### src/rtl/mdu_iterative_core_if.sv
// EX-stage to multiply/divide unit request and read-back bundle.
interface mdu_iterative_core_if;
  logic [31:0] operand1;
  logic [31:0] operand2;
  logic [2:0]  operation;
  logic        start;
  logic        busy;
  logic [31:0] dataRead;

  modport master (
    output operand1, operand2, operation, start,
    input  busy, dataRead
  );

  modport slave (
    input  operand1, operand2, operation, start,
    output busy, dataRead
  );
endinterface

### src/rtl/mdu_iterative_core.sv
// Multi-cycle MULT/MULTU/DIV/DIVU unit owning the HI/LO pair.
// Multiply latency is programmable; division is 32-step restoring plus a sign fix cycle.
module mdu_iterative_core #(
  parameter int unsigned MUL_LATENCY = 5,
  parameter int unsigned DIV_ITERS   = 32
) (
  input  logic                 clock,
  input  logic                 reset,
  mdu_iterative_core_if.slave  bus
);

  localparam int unsigned W  = 32;
  localparam int unsigned PW = 64;
  localparam int unsigned CW = 6;

  localparam logic [2:0] OP_READ_HI  = 3'd0;
  localparam logic [2:0] OP_READ_LO  = 3'd1;
  localparam logic [2:0] OP_WRITE_HI = 3'd2;
  localparam logic [2:0] OP_WRITE_LO = 3'd3;
  localparam logic [2:0] OP_MULT     = 3'd4;
  localparam logic [2:0] OP_MULTU    = 3'd5;
  localparam logic [2:0] OP_DIV      = 3'd6;
  localparam logic [2:0] OP_DIVU     = 3'd7;

  typedef enum logic [1:0] {
    S_IDLE     = 2'd0,
    S_MUL_WAIT = 2'd1,
    S_DIV_ITER = 2'd2,
    S_DIV_FIX  = 2'd3
  } state_t;

  state_t         r_state;
  state_t         w_next;
  logic [W-1:0]   r_hi;
  logic [W-1:0]   r_lo;
  logic [CW-1:0]  r_cnt;
  logic [PW-1:0]  r_prod;
  logic [W-1:0]   r_rem;
  logic [W-1:0]   r_quo;
  logic [W-1:0]   r_dvs;
  logic [W-1:0]   r_dividend;
  logic           r_q_neg;
  logic           r_r_neg;
  logic           r_dvz;

  logic           w_accept;
  logic           w_busy;
  logic [W-1:0]   w_data_read;
  logic           w_mul_signed;
  logic           w_div_signed;
  logic [PW-1:0]  w_a64;
  logic [PW-1:0]  w_b64;
  logic [PW-1:0]  w_prod;
  logic [W-1:0]   w_a_abs;
  logic [W-1:0]   w_b_abs;
  logic [W:0]     w_shift;
  logic           w_ge;
  logic [W-1:0]   w_rem_nxt;
  logic [W-1:0]   w_q_fix;
  logic [W-1:0]   w_r_fix;

  assign w_accept = bus.start && (r_state == S_IDLE);

  // Operand conditioning for both datapaths, sampled only on accept.
  assign w_mul_signed = (bus.operation == OP_MULT);
  assign w_div_signed = (bus.operation == OP_DIV);
  assign w_a64  = {{W{w_mul_signed & bus.operand1[W-1]}}, bus.operand1};
  assign w_b64  = {{W{w_mul_signed & bus.operand2[W-1]}}, bus.operand2};
  assign w_prod = w_a64 * w_b64;
  assign w_a_abs = (w_div_signed && bus.operand1[W-1]) ? W'(~bus.operand1 + W'(1)) : bus.operand1;
  assign w_b_abs = (w_div_signed && bus.operand2[W-1]) ? W'(~bus.operand2 + W'(1)) : bus.operand2;

  // One restoring step: shift in the next dividend bit, subtract if it fits.
  assign w_shift   = {r_rem, r_quo[W-1]};
  assign w_ge      = (w_shift >= {1'b0, r_dvs});
  assign w_rem_nxt = w_ge ? W'(w_shift - {1'b0, r_dvs}) : W'(w_shift);

  assign w_q_fix = r_q_neg ? W'(~r_quo + W'(1)) : r_quo;
  assign w_r_fix = r_r_neg ? W'(~r_rem + W'(1)) : r_rem;

  // State register.
  always_ff @(posedge clock) begin
    if (!reset) r_state <= S_IDLE;
    else        r_state <= w_next;
  end

  // Next-state logic.
  always_comb begin
    w_next = r_state;
    unique case (r_state)
      S_IDLE: begin
        if (w_accept) begin
          if (bus.operation == OP_MULT || bus.operation == OP_MULTU) w_next = S_MUL_WAIT;
          else if (bus.operation == OP_DIV || bus.operation == OP_DIVU) w_next = S_DIV_ITER;
        end
      end
      S_MUL_WAIT: if (r_cnt == CW'(1)) w_next = S_IDLE;
      S_DIV_ITER: if (r_cnt == CW'(1)) w_next = S_DIV_FIX;
      S_DIV_FIX:  w_next = S_IDLE;
      default:    w_next = S_IDLE;
    endcase
  end

  // FSM outputs.
  always_comb begin
    w_busy = 1'b0;
    if (r_state != S_IDLE) w_busy = 1'b1;
  end

  assign bus.busy = w_busy;

  // HI/LO read port is combinational so EX can forward in the same cycle.
  always_comb begin
    w_data_read = '0;
    if (bus.operation == OP_READ_HI)      w_data_read = r_hi;
    else if (bus.operation == OP_READ_LO) w_data_read = r_lo;
  end

  assign bus.dataRead = w_data_read;

  // Datapath and HI/LO updates.
  always_ff @(posedge clock) begin
    if (!reset) begin
      r_hi       <= '0;
      r_lo       <= '0;
      r_cnt      <= '0;
      r_prod     <= '0;
      r_rem      <= '0;
      r_quo      <= '0;
      r_dvs      <= '0;
      r_dividend <= '0;
      r_q_neg    <= 1'b0;
      r_r_neg    <= 1'b0;
      r_dvz      <= 1'b0;
    end else begin
      unique case (r_state)
        S_IDLE: begin
          if (w_accept) begin
            unique case (bus.operation)
              OP_WRITE_HI: r_hi <= bus.operand1;
              OP_WRITE_LO: r_lo <= bus.operand1;
              OP_MULT, OP_MULTU: begin
                r_prod <= w_prod;
                r_cnt  <= CW'(MUL_LATENCY);
              end
              OP_DIV, OP_DIVU: begin
                r_rem      <= '0;
                r_quo      <= w_a_abs;
                r_dvs      <= w_b_abs;
                r_dividend <= bus.operand1;
                r_dvz      <= (bus.operand2 == '0);
                r_q_neg    <= w_div_signed & (bus.operand1[W-1] ^ bus.operand2[W-1]);
                r_r_neg    <= w_div_signed & bus.operand1[W-1];
                r_cnt      <= CW'(DIV_ITERS);
              end
              OP_READ_HI, OP_READ_LO: ;
              default: ;
            endcase
          end
        end
        S_MUL_WAIT: begin
          r_cnt <= r_cnt - CW'(1);
          if (r_cnt == CW'(1)) {r_hi, r_lo} <= r_prod;
        end
        S_DIV_ITER: begin
          r_cnt <= r_cnt - CW'(1);
          r_rem <= w_rem_nxt;
          r_quo <= {r_quo[W-2:0], w_ge};
        end
        S_DIV_FIX: begin
          // Divide by zero returns all-ones quotient and the raw dividend.
          if (r_dvz) begin
            r_lo <= '1;
            r_hi <= r_dividend;
          end else begin
            r_lo <= w_q_fix;
            r_hi <= w_r_fix;
          end
        end
        default: ;
      endcase
    end
  end

endmodule
### src/flat_wrapper.sv
// flat-port wrapper written by rule: the top's interface ports become plain ports
module mdu_iterative_core_flat 
#(
  parameter int unsigned MUL_LATENCY = 5,
  parameter int unsigned DIV_ITERS   = 32
)
  (clock, reset, bus_operand1, bus_operand2, bus_operation, bus_start, bus_busy, bus_dataRead);
  mdu_iterative_core_if bus_i ();
  input  logic clock;
  input  logic reset;
  input wire logic [$bits(bus_i.operand1)-1:0] bus_operand1;
  input wire logic [$bits(bus_i.operand2)-1:0] bus_operand2;
  input wire logic [$bits(bus_i.operation)-1:0] bus_operation;
  input wire logic [$bits(bus_i.start)-1:0] bus_start;
  output wire logic [$bits(bus_i.busy)-1:0] bus_busy;
  output wire logic [$bits(bus_i.dataRead)-1:0] bus_dataRead;
  assign bus_i.operand1 = bus_operand1;
  assign bus_i.operand2 = bus_operand2;
  assign bus_i.operation = bus_operation;
  assign bus_i.start = bus_start;
  assign bus_busy = bus_i.busy;
  assign bus_dataRead = bus_i.dataRead;
  mdu_iterative_core #(.MUL_LATENCY(MUL_LATENCY), .DIV_ITERS(DIV_ITERS)) u_core (.clock(clock), .reset(reset), .bus(bus_i));
endmodule
### config.mk
export PLATFORM = sky130hd
export DESIGN_NAME = mdu_iterative_core_flat
export DESIGN_NICKNAME = d
export VERILOG_FILES = /design/src/rtl/mdu_iterative_core_if.sv /design/src/rtl/mdu_iterative_core.sv /design/src/flat_wrapper.sv
export SDC_FILE = /design/constraint.sdc
export NUM_CORES = 2
export LEC_CHECK = 0
export ABC_AREA = 1
export BUFFER_PORTS_ARGS = -buffer_cell sky130_fd_sc_hd__buf_2
export CAP_MARGIN = 20
export CELL_PAD_IN_SITES_DETAIL_PLACEMENT = 2
export CELL_PAD_IN_SITES_GLOBAL_PLACEMENT = 2
export CORE_MARGIN = 4
export CORE_UTILIZATION = 35
export CTS_CLUSTER_DIAMETER = 50
export DETAILED_ROUTE_END_ITERATION = 6
export PLACE_DENSITY_LB_ADDON = 0.08
export SYNTH_ARGS = -nofsm -noshare
export SYNTH_HDL_FRONTEND = slang
export SYNTH_SLANG_ARGS = --single-unit
### constraint.sdc
create_clock -name clock -period 7.96 [get_ports clock]
set_input_delay 0.398 -clock clock [delete_from_list [all_inputs] [get_ports clock]]
set_output_delay 0.398 -clock clock [all_outputs]
set_load 0.02 [all_outputs]
==> summary.md <==
| Metric | Value |
|---|---|
| PortBufs | `102` |
| Global routing met1 resource utilization | `0.411` |
| Worst slew margin | `0.326` |
| Root buf cell | `clkbuf_16` |
| WL per Instance | `24.5 µm` |
| Largest net degree at the start of global routing | `92` |
| Share of layout cells above drive strength 1 | `0.0802` |
| Core area | `0.163 mm²` |
| Synthesized netlist net count | `9386` |
| Cts bufs inserted | `43` |
| Final worst path period share | `0.941` |
| Hold slack | `0.336 ns` |
| NumNets Final | `9519` |
| CTS max path bufs | `3` |
| Crit path kind | `primary input to register` |
| Unrepaired setup endpoints after global routing | `no` |
| Post-cts gate resize count | `0` |
| Yosys reg bits | `267` |
| Slew @ Worst Pin | `1.01 ns` |
| Vias in the first global route | `59952` |
| Post-synth EDFFs | `0` |
| Synth Warn # | `0` |
| DRC viols | `0` |
| Crit Path Max Fanout | `18` |
| Synth unique cells | `53` |
| WHS Path Cells | `5` |
| Ys async rst share | `0` |
| Setup bufs post-CTS | `0` |
| Grt met2 use | `0.502` |
| Multi-input combinational cell area | `0.0432 mm²` |
| Initial antenna violation count | `13` |
| Met3 track demand over resource | `0.0276` |
| Max-cap violations | `0` |
| Pre-CTS setup slack | `-0.197 ns` |
| Top Usage Layer GRT | `met2` |
| Arrival time of the worst setup path | `8.01 ns` |
| Post-synthesis cell count | `7934` |
| Commonest non-fill, non-tap cell in the layout | `inv_1` |
| GRT overflow | `0` |
| DP HPWL | `214000 µm` |
| Final Skew | `0.0720 ns` |
| Critical R2R Launch | `u_core.r_state[1]` |
| Hold Path Class | `primary input to register` |
| CTS tree | `yes` |
| Critical Path Source | `bus_operation[1]` |
| Clk_lat worst skew | `0.64 ns` |
| Die width | `414 µm` |
| HP Start | `bus_operation[1]` |
| H-tree depth | `2` |
| Drt initial violations | `3003` |
| Fillers | `19254` |
| I/O pin total | `103` |
| Max incr delay on CP | `0.66 ns` |
| Gr usage total | `0.298` |
| Die ar. | `0.171 mm²` |
| Fin. Hold Viols | `0` |
| R2R depth | `11` |
| Worst Setup End Kind | `register` |
| Antenna Violating Nets Remaining | `0` |
| Final worst slack | `0.467 ns` |
| Top FF cell, synth | `dfxtp_1` |
| Pre-antenna DRT Iters | `5` |
| FF/Latch Area | `0.00535 mm²` |
| R2r endpoint | `u_core.r_hi[27]` |
| Vias per inst | `5.12` |
| Final Routed Wirelength | `251000 µm` |
| Critical Path Start Type | `primary input` |
| CP delay by family, top | `adder cells` |
| Commonest non-fill, non-tap cells in the layout | `1980 x inv_1, 1913 x nand2_1, 1126 x fa_1` |
| Fmax | `133 MHz` |
| Outcome | `completed` |
| First-pass GRT wire length | `383000 µm` |
| Starting Density | `0.353` |
| Hold Buf Count CTS | `0` |
| Setup slack, reg-to-reg | `3.28 ns` |
| # rows | `148` |
| Mapped Avg Cell Area | `7.26 µm²` |
| Minimum clock period | `7.49 ns` |
| Crit path top cell by count | `fa_1` |
| Synth Cell Area | `0.0576 mm²` |
| RePlAce Congestion | `0.941` |
| Vias after detailed routing | `52607` |
| Clock sink total | `267` |
| Worst EP required | `8.48 ns` |
| Setup violators final | `0` |
| Core Util, Final | `0.392` |
| Die Ht | `414 µm` |
| Hold EP | `u_core.r_state[1]` |
| Synthesis-to-finish area growth | `11.1%` |
| Max-slew violations | `0` |
| Clock transition at the registers of the reported paths | `0.06 ns` |
| Seq/Total Area, Yosys | `0.0928` |
| Max stage delay cell, worst path | `fa_1` |
| Buf/Inv on CP | `9` |
==> cells in the mapped netlist (all sizes together), types with 47 or more instances <==
master | n | share of area
xor2 | 47 | 0.0071
ha | 256 | 0.056
o21ai | 347 | 0.030
fa | 1126 | 0.39
buf | 126 | 0.010
a21oi | 344 | 0.030
nor2 | 540 | 0.037
inv | 1995 | 0.13
nand3 | 337 | 0.029
dfxtp | 267 | 0.093
clkbuf | 281 | 0.018
nand2 | 1931 | 0.13
nor3 | 56 | 0.0054
==> through the flow <==
stage | cells | TNS, ns | cell area [µm²]
floorplan | 7934 | 0 | 57600
global placement | 10196 | -0.0714 | 62500
detailed placement | 10196 | -0.494 | 62500
CTS | 10274 | 0 | 64000
global route | 10276 | 0 | 64000
finish | 10281 | 0 | 64000
==> area by class of cell <==
cell class	instances	area share
diodes	6	0.000235
multi-input cells	5262	0.674
inverters	1998	0.117
clock buffers	47	0.0175
repair buffers	495	0.0595
clock inverters	31	0.00528
well taps	2175	0.0425
flip-flops and latches	267	0.0835
==> cells by family (layout without fill, tap and decap cells) <==
family | Yosys count | count (layout) | synth area share
AND/OR/NAND/NOR | 2954 | 2954 | 0.209
adder cells (fa/ha/maj) | 1382 | 1382 | 0.447
flip-flops | 267 | 267 | 0.0928
AO/OA/AOI/OAI | 853 | 853 | 0.0818
XOR/XNOR | 73 | 73 | 0.0111
other | 0 | 6 | 0
buffers and inverters | 2405 | 2571 | 0.159
==> state kept, by name, indices dropped and copies added, names as in the netlist, 2 cells and up <==
| register | cells |
|---|---|
| u_core.r_quo | 32 |
| u_core.r_lo | 32 |
| u_core.r_dividend | 32 |
| u_core.r_rem | 32 |
| u_core.r_state | 2 |
| u_core.r_hi | 32 |
| u_core.r_prod | 64 |
| u_core.r_cnt | 6 |
| u_core.r_dvs | 32 |
==> worst reg2reg max path, delay by kind of cell, from the launching register on <==
family / cells / cell delay [ns]
compound gates: 3 / 1.05
fa+ha+maj: 1 / 0.19
buf+inv: 5 / 2.36
flops: 1 / 0.32
simple gates: 2 / 0.62
==> how the worst max path moves through the flow <==
stage / slack (ns) / to / cells after the start
2_1_floorplan: 0.27 / u_core.r_prod[53] / 29
3_3_place_gp: -0.06 / u_core.r_prod[61] / 29
6_report: 0.47 / u_core.r_prod[61] / 29
4_1_cts: 0.44 / u_core.r_prod[61] / 29
5_1_grt: 0.11 / u_core.r_prod[61] / 29
3_5_place_dp: -0.20 / u_core.r_prod[61] / 29
==> layer usage <==
metal  up-vias  wire length [µm]  part of all wire
met5         -                54           0.00021
met4         8              7950             0.032
met3       259              9140             0.036
met2       870            119000              0.47
met1     27835            115000              0.46
li1      23635                 -                 -
Power is not shown: default switching activity piles up to over one toggle a cycle in this logic, so the estimate is an artifact.
